### config.mk
export PLATFORM = sky130hd
export DESIGN_NAME = hdmi_tx_hpd_mon
export DESIGN_NICKNAME = d
export VERILOG_FILES = /design/src/rtl/hdmi_tx_hpd_mon.sv
export SDC_FILE = /design/constraint.sdc
export NUM_CORES = 1
export LEC_CHECK = 0
export CORE_MARGIN = 5
export CORE_UTILIZATION = 35
export CTS_BUF_LIST = sky130_fd_sc_hd__clkbuf_8
export DETAILED_ROUTE_END_ITERATION = 10
export PLACE_DENSITY = 0.5
export SLEW_MARGIN = 0
export SYNTH_ARGS = -nofsm -noshare
export SYNTH_HDL_FRONTEND = slang
export SYNTH_SLANG_ARGS = --single-unit
### constraint.sdc
create_clock -name clk_25m -period 3.7 [get_ports clk_25m]
set_clock_uncertainty 0.2 [all_clocks]
set_input_delay 1.11 -clock clk_25m [delete_from_list [all_inputs] [get_ports clk_25m]]
set_output_delay 1.11 -clock clk_25m [all_outputs]
set_load 0.01 [all_outputs]
### src/rtl/hdmi_tx_hpd_mon.sv
// HDMI TX hot-plug / fault monitor, clk_25m domain.
// Synchronises and debounces the HPD and driver-fault pins, qualifies the sink as connected,
// flags short HPD-low pulses, latches faults and drives the TX output enable.
// Optional build macro: HPD_MON_IRQ_EN enables the sticky event interrupt on irq_o.
module hdmi_tx_hpd_mon #(
  parameter int unsigned DEBOUNCE_CYC = 2500,
  parameter int unsigned PLUG_CYC     = 2_500_000,
  parameter int unsigned UNPLUG_CYC   = 2_500_000
) (
  input  logic       clk_25m,
  input  logic       rst_in,
  input  logic       hpd_i,
  input  logic       fault_n_i,
  input  logic       en_i,
  input  logic       fault_clr_i,
  input  logic       irq_ack_i,
  output logic       connected_o,
  output logic       tx_oe_o,
  output logic       fault_o,
  output logic       plug_evt_o,
  output logic       unplug_evt_o,
  output logic       hpd_pulse_o,
  output logic [7:0] pulse_cnt_o,
  output logic [1:0] state_o,
  output logic       irq_o
);

  localparam int unsigned MaxCyc = (PLUG_CYC > UNPLUG_CYC) ? PLUG_CYC : UNPLUG_CYC;
  localparam int unsigned TimerW = $clog2(MaxCyc + 1);
  localparam int unsigned DbW    = $clog2(DEBOUNCE_CYC);

  typedef enum logic [1:0] {
    StDisc   = 2'd0,
    StArming = 2'd1,
    StConn   = 2'd2,
    StLowChk = 2'd3
  } state_e;

  // Bit 0 carries HPD, bit 1 carries fault_n; fault_n idles high.
  localparam logic [1:0] PinRst = 2'b10;

  (* ASYNC_REG = "TRUE" *) logic [1:0] meta_q, sync_q;
  logic [1:0]           meta_d, sync_d;
  logic [1:0]           db_d, db_q;
  logic [1:0][DbW-1:0]  dcnt_d, dcnt_q;

  state_e              state_d, state_q;
  logic [TimerW-1:0]   timer_d, timer_q;
  logic                connected_d, connected_q;
  logic                plug_d, plug_q;
  logic                unplug_d, unplug_q;
  logic                pulse_d, pulse_q;
  logic [7:0]          pulse_cnt_d, pulse_cnt_q;
  logic                fault_d, fault_q;
  logic                tx_oe_d, tx_oe_q;
  logic                fault_fall;

  // Two-stage synchroniser feed and debounce: a level is accepted only after it
  // has differed from the debounced value for DEBOUNCE_CYC consecutive cycles.
  always_comb begin
    meta_d = {fault_n_i, hpd_i};
    sync_d = meta_q;
    db_d   = db_q;
    dcnt_d = '0;
    for (int i = 0; i < 2; i++) begin
      if (sync_q[i] != db_q[i]) begin
        if (dcnt_q[i] == DbW'(DEBOUNCE_CYC - 1)) begin
          db_d[i] = sync_q[i];
        end else begin
          dcnt_d[i] = dcnt_q[i] + DbW'(1);
        end
      end
    end
  end

  // Connection FSM with one shared timer; an HPD level exit beats the terminal count.
  always_comb begin
    state_d     = state_q;
    timer_d     = '0;
    plug_d      = 1'b0;
    unplug_d    = 1'b0;
    pulse_d     = 1'b0;
    pulse_cnt_d = pulse_cnt_q;
    unique case (state_q)
      StDisc: begin
        if (db_q[0]) state_d = StArming;
      end
      StArming: begin
        if (!db_q[0]) begin
          state_d = StDisc;
        end else if (timer_q == TimerW'(PLUG_CYC - 1)) begin
          state_d = StConn;
          plug_d  = 1'b1;
        end else begin
          timer_d = timer_q + TimerW'(1);
        end
      end
      StConn: begin
        if (!db_q[0]) state_d = StLowChk;
      end
      StLowChk: begin
        if (db_q[0]) begin
          state_d = StConn;
          pulse_d = 1'b1;
          if (pulse_cnt_q != 8'hff) pulse_cnt_d = pulse_cnt_q + 8'd1;
        end else if (timer_q == TimerW'(UNPLUG_CYC - 1)) begin
          state_d     = StDisc;
          unplug_d    = 1'b1;
          pulse_cnt_d = '0;
        end else begin
          timer_d = timer_q + TimerW'(1);
        end
      end
      default: state_d = StDisc;
    endcase
    connected_d = (state_d == StConn) || (state_d == StLowChk);
  end

  // Sticky fault (set beats clear, clear only once the pin is healthy) and output enable.
  always_comb begin
    fault_fall = db_q[1] & ~db_d[1];
    fault_d    = fault_q;
    if (fault_clr_i && db_q[1]) fault_d = 1'b0;
    if (fault_fall) fault_d = 1'b1;
    tx_oe_d = connected_q & en_i & ~fault_q;
  end

  // State registers.
  always_ff @(posedge clk_25m or posedge rst_in) begin
    if (rst_in) begin
      meta_q      <= PinRst;
      sync_q      <= PinRst;
      db_q        <= PinRst;
      dcnt_q      <= '0;
      state_q     <= StDisc;
      timer_q     <= '0;
      connected_q <= 1'b0;
      plug_q      <= 1'b0;
      unplug_q    <= 1'b0;
      pulse_q     <= 1'b0;
      pulse_cnt_q <= '0;
      fault_q     <= 1'b0;
      tx_oe_q     <= 1'b0;
    end else begin
      meta_q      <= meta_d;
      sync_q      <= sync_d;
      db_q        <= db_d;
      dcnt_q      <= dcnt_d;
      state_q     <= state_d;
      timer_q     <= timer_d;
      connected_q <= connected_d;
      plug_q      <= plug_d;
      unplug_q    <= unplug_d;
      pulse_q     <= pulse_d;
      pulse_cnt_q <= pulse_cnt_d;
      fault_q     <= fault_d;
      tx_oe_q     <= tx_oe_d;
    end
  end

`ifdef HPD_MON_IRQ_EN
  logic irq_d, irq_q;

  // Interrupt level: any new event wins over a coincident acknowledge.
  always_comb begin
    irq_d = irq_q;
    if (irq_ack_i) irq_d = 1'b0;
    if (plug_d || unplug_d || pulse_d || (fault_d && !fault_q)) irq_d = 1'b1;
  end

  // Interrupt register.
  always_ff @(posedge clk_25m or posedge rst_in) begin
    if (rst_in) irq_q <= 1'b0;
    else        irq_q <= irq_d;
  end

  assign irq_o = irq_q;
`else
  logic unused_irq_ack;
  assign unused_irq_ack = irq_ack_i;
  assign irq_o          = 1'b0;
`endif

  assign connected_o  = connected_q;
  assign tx_oe_o      = tx_oe_q;
  assign fault_o      = fault_q;
  assign plug_evt_o   = plug_q;
  assign unplug_evt_o = unplug_q;
  assign hpd_pulse_o  = pulse_q;
  assign pulse_cnt_o  = pulse_cnt_q;
  assign state_o      = state_q;

endmodule
**Yosys cells after proc, flatten, opt, wreduce, memory -nomap -nowiden**

Index checks and enable logic that the tools add are counted.

- Equality and inequality tests: 12
- Add/subtract/negate cells: 4
- Bitwise logic cells: 5
- Reduce and logical (&&, ||, !) cells: 7
- Multiplexer cells: 29

Operator list:

| kind | count |
|---|---|
| two-way mux 22 bit | 3 |
| two-way mux 12 bit | 4 |
| case mux 22 bit (2 select lines) | 1 |
| adder 12 x 1 -> 12 bit (second input constant) | 2 |
| == test 12 bit (second input constant) | 2 |
| two-way mux 8 bit | 3 |
| adder 22 x 1 -> 22 bit (second input constant) | 1 |
| == test 22 bit (second input constant) | 1 |
| two-way mux 2 bit | 6 |
| two-way mux 1 bit | 11 |
| adder 8 x 1 -> 8 bit (second input constant) | 1 |
| == test 2 bit (second input constant) | 4 |
| != test 8 bit (second input constant) | 1 |
| case mux 2 bit (4 select lines) | 1 |
| nonzero test 2 bit | 2 |
| AND 1 bit | 3 |
| AND reduction 3 bit | 1 |
| == test 2 x 1 -> 1 bit (second input constant) | 1 |
| zero test 2 bit | 1 |
| != test 1 bit | 2 |
| != test 2 x 1 -> 1 bit (second input constant) | 1 |
| inverter 1 bit | 2 |
| AND reduction 2 bit | 1 |
| logical AND 1 bit | 1 |
| logical OR 1 bit | 1 |

- Output and inout port bits: 17
- Logic and storage cells: 72
- Register bits: 68
- Input bits: 7

**Depth between registers and ports, before layout**

Gate-level depths: netlist of run 1.

- Depth after elaboration: 6
- Gate-level depth with buffers: 7
- Depth with buffers taken out: 5

**Worst setup path after synthesis of run 1**

OpenSTA, ideal clock, no wires.

- Kind: register -> register
- From: register timer_q[9]
- To: register connected_q (netlist: connected_o)
- Library setup time: 125 ps
- Setup slack: 1332 ps
- Cell stages (with the launch flop): 6
- Arrival: 2043 ps
- Buffers on the path: 1
- Required time: 3375 ps
- Cell sequence: dfrtp_1 -> or4_1 -> or4_1 -> buf_6 -> nor3_2 -> mux2_2

- Longest elaborated chain between the ends: 6
- Elaborated cells between the ends (all ways): 9

Ends and longest elaborated chain:

| what | RTL line | source |
|---|---|---|
| start, declared | 48 | `logic [TimerW-1:0] timer_d, timer_q;` |
| start signal, assigned | 150 | `timer_q <= timer_d;` |
| == test 22 bit (*) | 91, 106 |  |
| two-way mux 2 bit, on equally long branches | 106, 91 |  |
| two-way mux 2 bit, on equally long branches | 102, 89 |  |
| case mux 2 bit (4 select lines) (*) | 84 | `unique case (state_q)` |
| == test 2 bit | 116 | `connected_d = (state_d == StConn) \|\| (state_d == StLowChk);` |
| logical OR 1 bit (*) | 116 |  |
| net connected_d | 49 | `logic connected_d, connected_q;` |
| end signal, assigned | 151 | `connected_q <= connected_d;` |
| end, declared | 49 |  |

The timed path passes the listed nets; every way through them passes the cells marked *.
A chain may end at the register's enable or synchronous reset.

**Worst setup path in the final report of run 1**

- From: register timer_q[9]
- To: register timer_q[11]

- Longest elaborated chain between the ends: 4
- Elaborated cells between the ends (all ways): 6

Ends and longest elaborated chain:

| what | RTL line |
|---|---|
| adder 22 x 1 -> 22 bit / == test 22 bit (equally long branches) | -- |
| two-way mux 22 bit (*) | 91, 106 |
| two-way mux 22 bit, on equally long branches | 102, 89 |
| case mux 22 bit (2 select lines) (*) | 84 |
| net timer_d[11] | 48 |

Marked as above.

==> run_results.csv, run 1 <==
group,metric,value,unit
synth,synth.area.top_cells,"dfrtp_1, xor2_1, nor2_1, xnor2_1, nand3_1",
min_path,hp-class,"flip-flop to flip-flop",
route,wl,5.98,mm
synth,yosys.area_share.xor_xnor,10.6,%
layout,final_layout_size_suffix_gt1_share,10.0,%
layout,fillCellCount,906,
die,die-width,106,um
route,wire_per_inst,13.3,um
clock_tree,clk_pin_slew,0.07,ns
placed_design,post-dp-hpwl,4.00,mm
clock_tree,htreeDepth,3,
power,irDropWorstVdd,0.210,mV
placed_design,gp_congestion,0.758,
synth,yosysTopAreaCell,"dfrtp_1",
layout,syn2layout_area_growth,14.8,%
job,maxCapViolCount,0,
run_status,status,"complete, no violations",
global_route,grt_pass1_vias,2179,
die,die_area,11300,um2
sta,fin_crit_sh,74.8,%
synth,synth_top_family_by_area,"simple AND/OR/NAND/NOR gates",
synth,synthMuxAreaShare,1.39,%
synth,synth-adder-area-share,1.55,%
worst_setup_path,cpMostUsedCell,"or4_1",
worst_setup_path,rr_startpoint,"timer_q[9]",
worst_setup_path,crit_path_cell_trace,"or4_1, or4_1, o211ai_4, nor2_1",
synth,synth_cell_types,44,
synth,ys_ff_latch,68,
worst_setup_path,path_class,"flip-flop to flip-flop",
synth,synthFlopType,"dfrtp_1",
clock_tree,cts_made_buffers,9,
synth,syn_area_per_cell,10.4,um2
synth,synth_nets,323,
min_path,min_path_cells,0,
worst_setup_path,path_max_fanout,22,
clock_tree,insertion_delay,0.33,ns
synth,yosysSeqAreaShare,52.7,%
route,vias_per_cell,4.96,
sta,min_period,2.77,ns
placed_design,placed_cell_area,3540,um2
die,coreArea,9110,um2
power,leakage,1.53,nW
route,drt_first_pass_iters,4,
die,fp.dieH,106,um
worst_setup_path,cp.required,3.69,ns
global_route,grt_pass1_wl,10.4,mm
worst_setup_path,reg2reg_depth,4,
global_route,antenna_found_initial,0,
layout,fin_nets,346,
worst_setup_path,cp-start-kind,"flip-flop",
worst_setup_path,end_kind,"flip-flop",
min_path,hp-start,"meta_q[0]",
synth,yosysWarnings,0,
worst_setup_path,arrival,2.76,ns
die,rows,35,
worst_setup_path,crit_buf_inv,0,
clock_tree,cts.sinks,68,
sta,hold_viol,0,
sta,fmax,0.361,GHz
synth,synth_top_area_share,50.3,%
clock_tree,cts_resized,0,
layout,diodes,0,
synth,postSynthCellCount,312,
clock_tree,root_buffer,"clkbuf_8",
synth,async_flop_share,100,%
clock_tree,postCtsHoldBufs,0,
worst_setup_path,cp_slowest_stage_delay,0.71,ns
sta,relSlewSlack,54.5,%
sta,final_max_slew_viol_count,0,
clock_tree,clockBufferDepth,2,
die,start_util,35.5,%
sta,fin_tns_setup,0,ns
die,io_pins,24,
route,drc,0,
synth,yosys.area_share.simple,25.0,%
power,power.density,359,nW/um2
synth,syn_area,3230,um2
worst_setup_path,reg2reg_slack,0.93,ns
worst_setup_path,r2r-end,"timer_q[11]",
synth,synth_edf_count,0,
sta,rsz0062_at_grt,"false",
sta,setup_viol,0,
sta,tightest_slew,0.679,ns
layout,fin_area,3710,um2
global_route,grt_max_degree,35,
worst_setup_path,slowest_stage,"or4_1",
min_path,worstHoldEndpoint,"sync_q[0]",
global_route,grt_remaining_overflow,0,
placed_design,io_buffers,21,
global_route,grt_use_total,11.4,%
route,vias,2232,
synth,synth_compound_gate_area_share,5.84,%
route,drtAntennaViolNets,0,
clock_tree,cts_setup_buffers,0,
layout,final_core_util,40.7,%
clock_tree,cts_tree,"built",
worst_setup_path,cp_top_family,"simple AND/OR/NAND/NOR gates",
route,drtIter0Drc,91,
report_power, final:
group          internal [mW]  switching [mW]  total, mW
Sequential             0.752         0.00586      0.757
Combinational         0.0143          0.0256     0.0400
Clock                  0.269           0.264      0.534
Total                   1.04           0.296       1.33
registers in the layout, summed over array words and instances, names as in the netlist:
register / flops
sync_q: 2
dcnt_q: 24
fault_o: 1
timer_q: 22
pulse_cnt_o: 8
meta_q: 2
unplug_evt_o: 1
tx_oe_o: 1
state_o: 2
db_q: 2
hpd_pulse_o: 1
plug_evt_o: 1
connected_o: 1
layer usage:
metal	vias up	part of all wire (%)	global-route usage [%]
li1	1138	-	-
met1	1066	51	15.3
met2	24	44	17.5
met3	4	4.2	4.49
met4	0	0.65	2.50
met5	-	0	0
final cells by class:
class | instances | area [um2] | area share (%)
Sequential cell | 68 | 1710 | 46.0
Clock buffer | 11 | 151 | 4.08
Inverter | 6 | 22.5 | 0.607
Multi-Input combinational cell | 227 | 1440 | 38.7
Clock inverter | 4 | 17.5 | 0.472
Tap cell | 111 | 139 | 3.74
Timing Repair Buffer | 23 | 238 | 6.41
cell usage in the layout, fill, tap and decap left out, drive strengths merged, types with 7 or more instances in the layout:
cell,synthesis,routed
o21ai,8,8
nor3,7,7
a21oi,10,10
or4,7,7
xor2,26,26
clkbuf,7,11
and3,9,9
dfrtp,65,65
inv,6,8
nor2,43,43
xnor2,13,13
nand2,22,22
clkdlybuf4s50,0,21
nand4,12,12
nand3,22,22
worst max-delay path by stage:
stage               startpoint     endpoint  slack (ns)  depth (start not counted)
detailed placement  timer_q[9]  timer_q[11]        0.89                          4
CTS                 timer_q[9]  timer_q[11]        0.87                          4
global placement    timer_q[9]   timer_q[9]        0.93                          4
global route        timer_q[9]  timer_q[11]        0.81                          4
finish              timer_q[9]  timer_q[11]        0.93                          4
floorplan               rst_in  connected_o        0.68                          1
through the flow:
stage	cells	total power [mW]	hold slack [ns]	worst slack, ns
after floorplan	312	0.796	0.131	0.683
after global placement	435	0.813	0.135	0.927
after detailed placement	435	0.814	0.136	0.886
after CTS	450	1.36	0.151	0.873
after global routing	450	1.40	0.158	0.805
final	450	1.33	0.150	0.931
cell usage after synthesis, drive strengths merged, types with 8 or more instances:
cell,number
xor2,26
nand4,12
nor2,43
nand3,22
and3,9
xnor2,13
a21oi,10
dfrtp,65
nand2,22
o21ai,8
logic make-up after synthesis:
family,Yosys count
AND/OR/NAND/NOR,150
XOR/XNOR,39
other,1
adder cells (fa/ha/maj),4
AO/OA/AOI/OAI,29
flip-flops,68
multiplexers,4
buffers and inverters,17
Power figures use the tool's default switching activity.
==> run 2: changes to the inputs <==
==> constraint.sdc (replaced) <==
create_clock -name clk_25m -period 2.87 [get_ports clk_25m]
set_clock_uncertainty 0.2 [all_clocks]
set_input_delay 0.861 -clock clk_25m [delete_from_list [all_inputs] [get_ports clk_25m]]
set_output_delay 0.861 -clock clk_25m [all_outputs]
set_load 0.01 [all_outputs]
==> run 2 against run 1 <==
Compared with the run above: sequential cell count did not move; wire length up 1.8%; combinational power increased by 34%; sequential share of layout area shrank 1.1 points; critical path depth stayed put.
==> run_results.csv, run 2 (same netlist as run 1, synthesis figures left out) <==
group,metric,value,unit
clock_tree,postCtsHoldBufs,0,
global_route,antenna_found_initial,0,
layout,fin_nets,348,
placed_design,dpl.cell_count,437,
clock_tree,cts.sinks,68,
die,die-width,106,um
layout,finalNonFillerCells,453,
clock_tree,clk_pin_slew,0.07,ns
placed_design,gp_congestion,0.755,
global_route,grt_max_degree,35,
placed_design,io_buffers,21,
global_route,grt_use_total,11.9,%
worst_setup_path,cp-start-kind,"flip-flop",
layout,regMostFlops,"dcnt_q",
clock_tree,cts_tree,"built",
global_route,grt_remaining_overflow,0,
sta,hold_viol,0,
clock_tree,root_buffer,"clkbuf_8",
sta,tightest_slew,0.498,ns
layout,final_common_cell,"dfrtp_1",
die,coreArea,9110,um2
sta,fin_tns_setup,0,ns
route,drtAntennaViolNets,0,
layout,final_cell_mix,"dfrtp_1, nor2_1, xor2_1",
min_path,hp-class,"flip-flop to flip-flop",
worst_setup_path,end_kind,"flip-flop",
route,drt_first_pass_iters,4,
clock_tree,cts_setup_buffers,0,
sta,fmax,0.387,GHz
layout,final_layout_size_suffix_gt1_share,11.4,%
worst_setup_path,path_class,"flip-flop to flip-flop",
die,rows,35,
global_route,grt_pass1_wl,10.7,mm
min_path,min_path_cells,0,
power,power.density,512,nW/um2
layout,syn2layout_area_growth,17.7,%
layout,diodes,0,
route,vias_per_cell,5.00,
sta,min_period,2.58,ns
die,start_util,35.5,%
route,wl,6.08,mm
layout,fillCellCount,924,
route,drc,0,
power,leakage,1.57,nW
clock_tree,cts_made_buffers,9,
sta,final_max_slew_viol_count,0,
worst_setup_path,reg2reg_depth,4,
power,irDropWorstVdd,0.326,mV
clock_tree,insertion_delay,0.34,ns
placed_design,post-dp-hpwl,4.08,mm
sta,fin_crit_sh,90.0,%
route,drtIter0Drc,102,
power,p_total,1.95,mW
job,maxCapViolCount,0,
die,io_pins,24,
worst_setup_path,arrival,2.61,ns
clock_tree,htreeDepth,3,
route,vias,2267,
die,die_area,11300,um2
sta,setup_viol,0,
sta,rsz0062_at_grt,"false",
sta,relSlewSlack,66.6,%
clock_tree,cts_resized,0,
worst_setup_path,cp.required,2.89,ns
layout,largest_reg_flops,24,
worst_setup_path,path_max_fanout,7,
route,wire_per_inst,13.4,um
run_status,status,"complete, no violations",
global_route,grt_pass1_vias,2242,
clock_tree,clockBufferDepth,2,
die,fp.dieH,106,um
run 2: worst max-delay path, cell delays in order, from the launching register on:
cell and delay, ns:
dfrtp_1 0.43, or4_1 0.53, or4_1 0.72, nor3_2 0.24
mux2_2 0.36
run 2: power by group:
part / internal, mW / switching (mW)
Sequential: 0.969 / 0.00771
Clock: 0.558 / 0.362
Combinational: 0.0195 / 0.0341
Total: 1.55 / 0.403
run 2: per-layer routing:
metal	track usage, %	vias up	share of wire (%)
li1	-	1139	-
met1	15.7	1092	49
met2	18.2	29	46
met3	4.43	7	4.0
met4	3.61	0	1.1
met5	0	-	0
run 2: cell type report:
class / instances / area [um2] / area share (%)
well taps: 111 / 139 / 3.65
clock buffers: 12 / 165 / 4.34
clock inverters: 4 / 70.1 / 1.84
multi-input cells: 227 / 1440 / 37.8
inverters: 6 / 22.5 / 0.592
flip-flops and latches: 68 / 1710 / 44.8
repair buffers: 25 / 265 / 6.97
run 2: through the flow:
| stage | setup WS (ns) | utilization [%] | hold slack (ns) | instance area (um2) |
|---|---|---|---|---|
| final | 0.286 | 41.8 | 0.161 | 3800 |
| after global routing | 0.205 | 41.8 | 0.164 | 3800 |
| after CTS | 0.284 | 41.8 | 0.163 | 3800 |
| after detailed placement | 0.294 | 39.2 | 0.145 | 3570 |
| after global placement | 0.301 | 39.2 | 0.135 | 3570 |
| after floorplan | 0.102 | - | 0.131 | 3230 |
run 2: path summary, 6_finish.rpt:
path                             from           to  slack [ns]
setup / recovery           timer_q[9]  connected_o        0.29
hold / removal              meta_q[1]    sync_q[1]        0.16
setup reg to reg           timer_q[9]  connected_o        0.29
hold reg to reg             meta_q[1]    sync_q[1]        0.16
max in group asynchronous      rst_in    dcnt_q[6]        1.25
min in group asynchronous      rst_in   dcnt_q[22]        0.66
